[src/rtl/buzz_pattern_driver_if.sv]
// Buzz-code inputs and buzzer/gate outputs of the buzz pattern driver.
// The master side supplies codes; the slave side (the driver) returns speaker drives.
interface buzz_pattern_driver_if;
    logic [1:0] left_buzz;
    logic [1:0] right_buzz;
    logic       left_spk;
    logic       right_spk;
    logic       left_on;
    logic       right_on;

    modport master (
        output left_buzz, right_buzz,
        input  left_spk, right_spk, left_on, right_on
    );

    modport slave (
        input  left_buzz, right_buzz,
        output left_spk, right_spk, left_on, right_on
    );
endinterface

[src/rtl/buzz_pattern_driver.sv]
// Debounces left/right buzz codes and gates a shared square-wave tone per channel:
// continuous for "close", ON/OFF beeping for "both close", silent otherwise.
module buzz_pattern_driver #(
    parameter int TONE_HALF = 4,
    parameter int BEEP_LEN  = 8,
    parameter int DEBOUNCE  = 3
) (
    input  logic                   clk,
    input  logic                   reset,
    buzz_pattern_driver_if.slave   bus
);

    localparam int TW = (TONE_HALF > 1) ? $clog2(TONE_HALF) : 1;
    localparam int PW = (BEEP_LEN  > 1) ? $clog2(BEEP_LEN)  : 1;
    localparam int DW = (DEBOUNCE  > 1) ? $clog2(DEBOUNCE)  : 1;

    typedef enum logic [1:0] {
        IDLE,
        CONT,
        BEEP_ON,
        BEEP_OFF
    } state_t;

    logic [TW-1:0] tone_cnt_q;
    logic          tone_sq_q;

    always_ff @(posedge clk) begin
        if (reset) begin
            tone_cnt_q <= '0;
            tone_sq_q  <= 1'b0;
        end else if (tone_cnt_q == TW'(TONE_HALF - 1)) begin
            tone_cnt_q <= '0;
            tone_sq_q  <= ~tone_sq_q;
        end else begin
            tone_cnt_q <= tone_cnt_q + TW'(1);
        end
    end

    logic [1:0] buzz_in [2];
    logic [1:0] on_w;
    logic [1:0] spk_w;

    assign buzz_in[0]    = bus.left_buzz;
    assign buzz_in[1]    = bus.right_buzz;
    assign bus.left_on   = on_w[0];
    assign bus.right_on  = on_w[1];
    assign bus.left_spk  = spk_w[0];
    assign bus.right_spk = spk_w[1];

    for (genvar ch = 0; ch < 2; ch++) begin : g_chan
        logic [1:0]    samp_q;
        logic [1:0]    acc_q;
        logic [1:0]    acc_d;
        logic [DW-1:0] stab_q;
        logic [DW-1:0] stab_d;
        logic [PW-1:0] phase_q;
        state_t        state_q;
        logic          on_q;
        logic          spk_q;
        logic          accept;
        logic          gate;

        always_comb begin
            stab_d = stab_q;
            if (buzz_in[ch] != samp_q) begin
                stab_d = '0;
            end else if (stab_q != DW'(DEBOUNCE - 1)) begin
                stab_d = stab_q + DW'(1);
            end
            accept = (stab_q == DW'(DEBOUNCE - 1)) && (samp_q != acc_q);
            acc_d  = accept ? samp_q : acc_q;
            gate   = (state_q == CONT) || (state_q == BEEP_ON);
        end

        // The gate FSM reacts on the same edge the code is accepted so the
        // registered outputs follow exactly one edge behind the acceptance.
        always_ff @(posedge clk) begin
            if (reset) begin
                samp_q  <= '0;
                stab_q  <= '0;
                acc_q   <= '0;
                phase_q <= '0;
                state_q <= IDLE;
                on_q    <= 1'b0;
                spk_q   <= 1'b0;
            end else begin
                samp_q <= buzz_in[ch];
                stab_q <= stab_d;
                acc_q  <= acc_d;
                on_q   <= gate;
                spk_q  <= gate & tone_sq_q;
                if (accept) begin
                    phase_q <= '0;
                    case (samp_q)
                        2'b10:   state_q <= CONT;
                        2'b01:   state_q <= BEEP_ON;
                        default: state_q <= IDLE;
                    endcase
                end else begin
                    case (state_q)
                        BEEP_ON, BEEP_OFF: begin
                            if (phase_q == PW'(BEEP_LEN - 1)) begin
                                phase_q <= '0;
                                state_q <= (state_q == BEEP_ON) ? BEEP_OFF : BEEP_ON;
                            end else begin
                                phase_q <= phase_q + PW'(1);
                            end
                        end
                        default: ;
                    endcase
                end
            end
        end

        assign on_w[ch]  = on_q;
        assign spk_w[ch] = spk_q;
    end

endmodule

[src/flat_wrapper.sv]
// flat-port wrapper written by rule: the top's interface ports become plain ports
module buzz_pattern_driver_flat 
#(
    parameter int TONE_HALF = 4,
    parameter int BEEP_LEN  = 8,
    parameter int DEBOUNCE  = 3
)
  (clk, reset, bus_left_buzz, bus_right_buzz, bus_left_spk, bus_right_spk, bus_left_on, bus_right_on);
  buzz_pattern_driver_if bus_i ();
  input  logic clk;
  input  logic reset;
  input wire logic [$bits(bus_i.left_buzz)-1:0] bus_left_buzz;
  input wire logic [$bits(bus_i.right_buzz)-1:0] bus_right_buzz;
  output wire logic [$bits(bus_i.left_spk)-1:0] bus_left_spk;
  output wire logic [$bits(bus_i.right_spk)-1:0] bus_right_spk;
  output wire logic [$bits(bus_i.left_on)-1:0] bus_left_on;
  output wire logic [$bits(bus_i.right_on)-1:0] bus_right_on;
  assign bus_i.left_buzz = bus_left_buzz;
  assign bus_i.right_buzz = bus_right_buzz;
  assign bus_left_spk = bus_i.left_spk;
  assign bus_right_spk = bus_i.right_spk;
  assign bus_left_on = bus_i.left_on;
  assign bus_right_on = bus_i.right_on;
  buzz_pattern_driver #(.TONE_HALF(TONE_HALF), .BEEP_LEN(BEEP_LEN), .DEBOUNCE(DEBOUNCE)) u_core (.clk(clk), .reset(reset), .bus(bus_i));
endmodule
[config.mk]
export PLATFORM = sky130hd
export DESIGN_NAME = buzz_pattern_driver_flat
export DESIGN_NICKNAME = d
export VERILOG_FILES = /design/src/rtl/buzz_pattern_driver_if.sv /design/src/rtl/buzz_pattern_driver.sv /design/src/flat_wrapper.sv
export SDC_FILE = /design/constraint.sdc
export NUM_CORES = 1
export LEC_CHECK = 0
export BUFFER_PORTS_ARGS = -buffer_cell sky130_fd_sc_hd__buf_2
export CORE_UTILIZATION = 40
export CTS_BUF_LIST = sky130_fd_sc_hd__clkbuf_16
export CTS_CLUSTER_DIAMETER = 50
export DETAILED_ROUTE_END_ITERATION = 6
export PLACE_DENSITY = 0.6
export SKIP_CTS_REPAIR_TIMING = 1
export SYNTH_ARGS = -nofsm -noshare
export SYNTH_HDL_FRONTEND = slang
export SYNTH_SLANG_ARGS = --single-unit
export TNS_END_PERCENT = 20
[constraint.sdc]
create_clock -name clk -period 1.22 [get_ports clk]
set_input_delay 0.244 -clock clk [delete_from_list [all_inputs] [get_ports clk]]
set_output_delay 0.244 -clock clk [all_outputs]
set_load 0.005 [all_outputs]
==> impl_metrics.toml, run 1 <==
[timing]
final_min_period_over_clock_period = 0.994
hold_viol = 0
max_slew_margin = 0.749
hold-worst-slack_ns = 0.207
setup_slack_ns = 0.00793
finalSetupViolations = 0
rsz_0062_raised_after_global_routing = "true"
achievable-frequency_mhz = 825
timing_worst_slew_pin_value_ns = 0.376
min_period_ns = 1.21
skew_ns = 0.00287
final_max_slew_viol_count = 0

[die]
core-area_sq_um = 3050
floorplan.initialDensity = 0.422
floorplan.die_area_sq_um = 3450
fp.dieW_um = 58.7
die-height_um = 58.7
num_rows = 20
io-pin-count = 10

[grt]
gr-total-overflow = 0
grt_util_met1 = 0.162
grt_start_max_net_pins = 22
gr-usage-all-layers = 0.153
busiest_grt_layer = "met2"
initial_antenna_violation_count = 0
grt_pass1_vias = 961
globalRouteMet2Util = 0.258
grt_first_pass_wirelength_um = 3830
met3_demand_to_capacity_share_in_global_routing = 0.0593

[clock_tree]
worst_setup_hold_path_clk_slew_ns = 0.05
cts_htree_levels = 2
cts-root-buf = "clkbuf_16"
cts_max_path_buffers = 2
clock_sinks = 29
tritoncts = "yes"
clk_latency_ns = 0.27
cts-buffers-inserted = 5

[yosys]
yosysSeqAreaShare = 0.451
synth.net_count = 158
post_synth_num_cell_types = 26
synthesis.area_per_instance_sq_um = 9.13
synthesis.instances = 141
postSynthRegisterBits = 29
syn_area_sq_um = 1290
yosysWarnings = 0

[critical_path]
worstReg2RegEnd = "u_core.g_chan[1].state_q[1]$_SDFFE_PP0P_"
criticalPathCategory = "reg2reg"
setup.reg_to_reg.worst_slack_ns = 0.008
worstSetupEndpointType = "flip-flop"
worst_ep_arrival_time_ns = 1.36
r2r.worst_path.cells = 5
path_max_fanout = 3
worstReg2RegStart = "u_core.g_chan[1].state_q[0]$_SDFFE_PP0P_"
crit_path_start_kind = "flip-flop"
crit_required_ns = 1.37

[hold_path]
hp-start = "bus_left_buzz[0]"
worst_hold_stages = 2
timing.hold.worst.class = "in2reg"
hold_path_end = "u_core.g_chan[0].samp_q[0]$_SDFF_PP0_"

[cells_and_area]
area.growth.synth_to_final_pct = 33.0
antennaDiodeCount = 0
finalCoreUtilization = 0.561
final_layout_size_suffix_gt1_frac = 0.341
layout.nets = 180
layoutNonFillerInstCount = 208

[placement]
io_buffer_count = 9
placed_cells_incl_taps = 199
detailedPlace.worstSlack_ns = -0.0608
dp.final_hpwl_um = 1550
globalplace.congestion = 0.699

[detailed_routing]
drcViolationCount = 0
dr_total_vias = 977
initialDrtViolationCount = 27
vias_per_cell = 4.70
totalWireLength_um = 2290
detailed_routing_iterations_pass_1 = 4
ant_nets = 0
post_drt_wl_per_cell_um = 11.0

[power]
report.power.total_mw = 2.26
ir_drop_mv = 0.851
power_per_cell_area_nw_per_um2 = 1320
leakage_power_of_the_design_nw = 0.712

[job]
maxCapViolCount = 0

[outcome]
run_status = "completed"
==> metal layers <==
metal / up-vias / share of wire / wire [um]
met1: 446 / 0.45 / 1040
li1: 510 / - / -
met5: - / 0 / 0
met4: 0 / 0.024 / 54
met2: 15 / 0.48 / 1100
met3: 6 / 0.042 / 96
==> kinds of logic after synthesis <==
logic type | Yosys count | share of synthesized area
and+or+nand+nor | 47 | 0.177
DFF | 29 | 0.451
AOI/OAI and AO/OA | 27 | 0.131
buffers and inverters | 14 | 0.0437
xor gates and xnor gates | 11 | 0.0748
adders and majority gates | 11 | 0.107
muxes | 2 | 0.0155
==> placed cells by master (no fill, tap or decap), types with 3 or more instances in the layout <==
| master | count |
|---|---|
| a21oi_1 | 13 |
| a21oi_2 | 3 |
| buf_2 | 9 |
| buf_4 | 10 |
| clkbuf_16 | 5 |
| dfxtp_1 | 25 |
| dfxtp_2 | 4 |
| ha_2 | 5 |
| ha_4 | 4 |
| inv_1 | 7 |
| nand2_1 | 9 |
| nand2b_1 | 4 |
| nor2_1 | 15 |
| nor2b_1 | 5 |
| nor3_1 | 3 |
| o21ai_2 | 3 |
| xor2_1 | 10 |
==> synthesized netlist by cell type <==
cell / count / area (sq um)
o21ai_0: 2 / 10.0
a21oi_1: 17 / 85.1
nand2_1: 9 / 33.8
nor3b_1: 2 / 15.0
a221oi_1: 1 / 8.76
buf_2: 2 / 10.0
o2bb2ai_1: 1 / 8.76
ha_1: 11 / 138
dfxtp_1: 29 / 581
nor2_1: 17 / 63.8
or3_1: 2 / 12.5
or2_2: 1 / 6.26
a211oi_1: 2 / 15.0
nor2b_1: 5 / 31.3
clkbuf_2: 1 / 5.00
mux2i_1: 2 / 20.0
o21ai_2: 3 / 26.3
nand2b_1: 4 / 25.0
nand3b_1: 1 / 7.51
xor2_1: 10 / 87.6
xnor2_1: 1 / 8.76
clkbuf_1: 2 / 7.51
a221oi_2: 1 / 15.0
inv_1: 9 / 33.8
and2_1: 2 / 12.5
nor3_1: 4 / 20.0
==> worst max-delay path, cell delays in order (launching register included) <==
cell      delay [ns]
dfxtp_2         0.34
inv_1           0.05
ha_2            0.20
or2_4           0.26
a21oi_2         0.15
a211oi_2        0.08
==> final cells by class <==
class	instances	area, sq um
tap	44	55.1
clock buffer	5	125
inverter	9	33.8
sequential	29	586
clock inverter	3	12.5
timing repair buffer	20	131
multi-input combinational	98	769
fill	282	1340
==> metrics by stage <==
stage | instance area (sq um) | setup TNS (ns)
2_1_floorplan | 1290 | -0.0217
3_3_place_gp | 1450 | 0
3_5_place_dp | 1450 | -0.163
4_1_cts | 1580 | -0.246
5_1_grt | 1710 | -0.133
6_report | 1710 | 0
==> power by group <==
group | total, mW | leakage, nW | internal [mW] | switching (mW)
clock network | 1.14 | 0.0687 | 0.734 | 0.402
registers | 1.00 | 0.237 | 0.979 | 0.0234
logic | 0.120 | 0.407 | 0.0604 | 0.0592
total | 2.26 | 0.712 | 1.77 | 0.485
==> state kept, by name, summed over array words and instances, names as in the netlist <==
register               cells
u_core.bus.right_spk       1
u_core.tone_sq_q           1
u_core.g_chan.stab_q       4
u_core.g_chan.phase_q      6
u_core.tone_cnt_q          2
u_core.bus.left_on         1
u_core.bus.left_spk        1
u_core.g_chan.acc_q        4
u_core.g_chan.samp_q       4
u_core.bus.right_on        1
u_core.g_chan.state_q      4
==> worst max path at each step <==
stage                                                   startpoint                                        to  slack, ns  depth (start not counted)
after global placement    u_core.g_chan[1].phase_q[0]$_SDFFE_PP0P_  u_core.g_chan[1].state_q[0]$_SDFFE_PP0P_       0.02                          5
final                     u_core.g_chan[1].state_q[0]$_SDFFE_PP0P_  u_core.g_chan[1].state_q[1]$_SDFFE_PP0P_      0.008                          5
after detailed placement  u_core.g_chan[1].state_q[0]$_SDFFE_PP0P_  u_core.g_chan[1].phase_q[1]$_SDFFE_PP0P_      -0.06                          6
after CTS                 u_core.g_chan[1].state_q[0]$_SDFFE_PP0P_  u_core.g_chan[1].state_q[1]$_SDFFE_PP0P_      -0.07                          5
after global routing       u_core.g_chan[0].stab_q[0]$_SDFFE_PP0P_  u_core.g_chan[0].state_q[0]$_SDFFE_PP0P_      -0.06                          6
after floorplan           u_core.g_chan[0].state_q[0]$_SDFFE_PP0P_  u_core.g_chan[0].state_q[1]$_SDFFE_PP0P_      -0.02                          6
(Power assumes the default switching activity.)
==> run 2: changes to the inputs <==
--- a/config.mk
+++ b/config.mk
@@ -5,6 +5,7 @@
 export SDC_FILE = /design/constraint.sdc
 export NUM_CORES = 1
 export LEC_CHECK = 0
+export ABC_AREA = 1
 export BUFFER_PORTS_ARGS = -buffer_cell sky130_fd_sc_hd__buf_2
 export CORE_UTILIZATION = 40
 export CTS_BUF_LIST = sky130_fd_sc_hd__clkbuf_16
==> run 2 against run 1 <==
Sequential share of layout area rose by 0.98 points; core utilization shrank 3.0 points; critical path depth stayed put; sequential power about the same; clock skew grew 0.0012 ns; non-clock buffer count shrank 3; synthesized cell count rose by 28%; largest cell class unchanged.
==> impl_metrics.toml, run 2 <==
[cells_and_area]
layout.cells.most_common_list = "42 x nand2_1, 26 x dfxtp_1, 24 x nor2_1, 20 x inv_1, 16 x a21oi_1"
largest-register = "u_core.g_chan.phase_q"
antennaDiodeCount = 0
layout_commonest_cell = "nand2_1"
layoutNonFillerInstCount = 245
layout.nets = 218
largest_register_ffs = 6
final_layout_size_suffix_gt1_frac = 0.214
area.growth.synth_to_final_pct = 23.0
finalCoreUtilization = 0.531

[critical_path]
worstReg2RegEnd = "u_core.g_chan[1].phase_q[1]$_SDFFE_PP0P_"
path_max_fanout = 3
crit_required_ns = 1.38
worstReg2RegStart = "u_core.g_chan[1].state_q[1]$_SDFFE_PP0P_"
worst_ep_arrival_time_ns = 1.31
r2r.worst_path.cells = 5
criticalPathCategory = "reg2reg"
setup.reg_to_reg.worst_slack_ns = 0.06
crit_path_start_kind = "flip-flop"
worstSetupEndpointType = "flip-flop"

[timing]
min_period_ns = 1.16
achievable-frequency_mhz = 863
timing_worst_slew_pin_value_ns = 0.287
rsz_0062_raised_after_global_routing = "false"
finalSetupViolations = 0
hold_viol = 0
final_max_slew_viol_count = 0
final_min_period_over_clock_period = 0.950
setup_slack_ns = 0.0607
max_slew_margin = 0.808
skew_ns = 0.00404

[placement]
io_buffer_count = 9
dp.final_hpwl_um = 1850
detailedPlace.worstSlack_ns = -0.00895
globalplace.congestion = 0.758
placed_cells_incl_taps = 238

[power]
clkPwrFrac = 0.489
power.share.combinational = 0.066
power_per_cell_area_nw_per_um2 = 1360
internal_power_mw = 1.77
switching_share = 0.217
power.share.sequential = 0.445
leakage_power_of_the_design_nw = 0.798
ir_drop_mv = 0.810
switchingPower_uw = 489

[die]
io-pin-count = 10
die-height_um = 60.1
fp.dieW_um = 60.1
floorplan.initialDensity = 0.432
num_rows = 20
core-area_sq_um = 3130
floorplan.die_area_sq_um = 3610

[detailed_routing]
totalWireLength_um = 2520
post_drt_wl_per_cell_um = 10.3
vias_per_cell = 4.66
drcViolationCount = 0
detailed_routing_iterations_pass_1 = 4
ant_nets = 0
initialDrtViolationCount = 47
dr_total_vias = 1142

[grt]
grt_pass1_vias = 1074
initial_antenna_violation_count = 0
gr-usage-all-layers = 0.168
grt_start_max_net_pins = 12
gr-total-overflow = 0
grt_first_pass_wirelength_um = 4370

[yosys]
synth.cells.most_frequent = "44 x nand2_1, 29 x dfxtp_1, 26 x nor2_1, 22 x inv_1, 16 x a21oi_1"
synth.area.top_cells = "dfxtp_1 43%, nand2_1 12%, ha_1 10%"
synth_enable_flop_cells = 0
synth_largest_type_area_fraction = 0.430
postSynthRegisterBits = 29
yosysSeqAreaShare = 0.430
yosysTopAreaCell = "dfxtp_1"
post_synth_num_cell_types = 21
yosysWarnings = 0
synthArstFlopShare = 0
synth.net_count = 198
yosys_most_used_dff = "dfxtp_1"
syn_area_sq_um = 1350
synthesis.area_per_instance_sq_um = 7.47
most_repeated_cell_in_the_gate_level_netlist_after_synthesis = "nand2_1"
synthesis.instances = 181

[clock_tree]
cts-buffers-inserted = 5
tritoncts = "yes"
clk_latency_ns = 0.27
cts_max_path_buffers = 2
cts-root-buf = "clkbuf_16"
clock_sinks = 29
worst_setup_hold_path_clk_slew_ns = 0.05
cts_htree_levels = 2

[hold_path]
worst_hold_stages = 3
hp-start = "bus_left_buzz[1]"
hold_path_end = "u_core.g_chan[0].samp_q[1]$_SDFF_PP0_"
timing.hold.worst.class = "in2reg"

[job]
maxCapViolCount = 0

[outcome]
run_status = "completed"
## run 2: stage by stage
step	total power, mW	TNS [ns]	hold WS (ns)	cell area [sq um]
global placement	1.16	0	0.410	1490
detailed placement	1.17	-0.0177	0.424	1490
CTS	2.29	-0.0516	0.208	1630
floorplan	1.13	0	0.369	1350
finish	2.26	0	0.208	1660
global route	2.37	0	0.231	1660
## run 2: worst max-delay path by stage
stage / start / endpoint / slack (ns)
global route: u_core.g_chan[0].samp_q[1]$_SDFF_PP0_ / u_core.g_chan[0].state_q[0]$_SDFFE_PP0P_ / 0.0008
floorplan: u_core.g_chan[1].state_q[0]$_SDFFE_PP0P_ / u_core.g_chan[1].state_q[1]$_SDFFE_PP0P_ / 0.05
detailed placement: u_core.g_chan[1].state_q[0]$_SDFFE_PP0P_ / u_core.g_chan[1].state_q[1]$_SDFFE_PP0P_ / -0.009
global placement: u_core.g_chan[1].state_q[0]$_SDFFE_PP0P_ / u_core.g_chan[1].state_q[1]$_SDFFE_PP0P_ / 0.04
finish: u_core.g_chan[1].state_q[1]$_SDFFE_PP0P_ / u_core.g_chan[1].phase_q[1]$_SDFFE_PP0P_ / 0.06
CTS: u_core.g_chan[1].state_q[0]$_SDFFE_PP0P_ / u_core.g_chan[1].state_q[0]$_SDFFE_PP0P_ / -0.03
## run 2: layer usage
metal	part of all wire	global-route usage
met5	0	0
met4	0.024	0.0997
met3	0.030	0.0584
met2	0.47	0.272
met1	0.48	0.190
## run 2: critical path: stages, from the launching register on
cell,delay [ns]
dfxtp_1,0.37
ha_2,0.24
nor2_4,0.06
buf_4,0.13
a22oi_1,0.18
nor2_1,0.07
## run 2: power groups by stage
| stage | sequential (mW) | combinational, mW | clock (mW) |
|---|---|---|---|
| after detailed placement | 1.02 | 0.148 | 0 |
| after floorplan | 1.01 | 0.113 | 0 |
| final | 1.01 | 0.150 | 1.10 |
| after global routing | 1.01 | 0.175 | 1.18 |
| after global placement | 1.02 | 0.141 | 0 |
| after CTS | 1.00 | 0.149 | 1.13 |
## run 2: logic make-up (layout without fill, tap and decap cells)
logic type / Yosys count / after routing / synth area share
buf+inv: 27 / 47 / 0.0778
xor+xnor: 3 / 3 / 0.0194
flops: 29 / 29 / 0.430
fa+ha+maj: 11 / 11 / 0.102
simple gates: 84 / 84 / 0.264
compound gates: 27 / 27 / 0.107
## run 2: final cells by class
| cell class | instances | area (sq um) |
|---|---|---|
| well taps | 44 | 55.1 |
| fillers | 295 | 1470 |
| multi-input cells | 125 | 698 |
| clock inverters | 2 | 7.51 |
| inverters | 23 | 86.3 |
| clock buffers | 5 | 125 |
| repair buffers | 17 | 105 |
| flip-flops and latches | 29 | 584 |
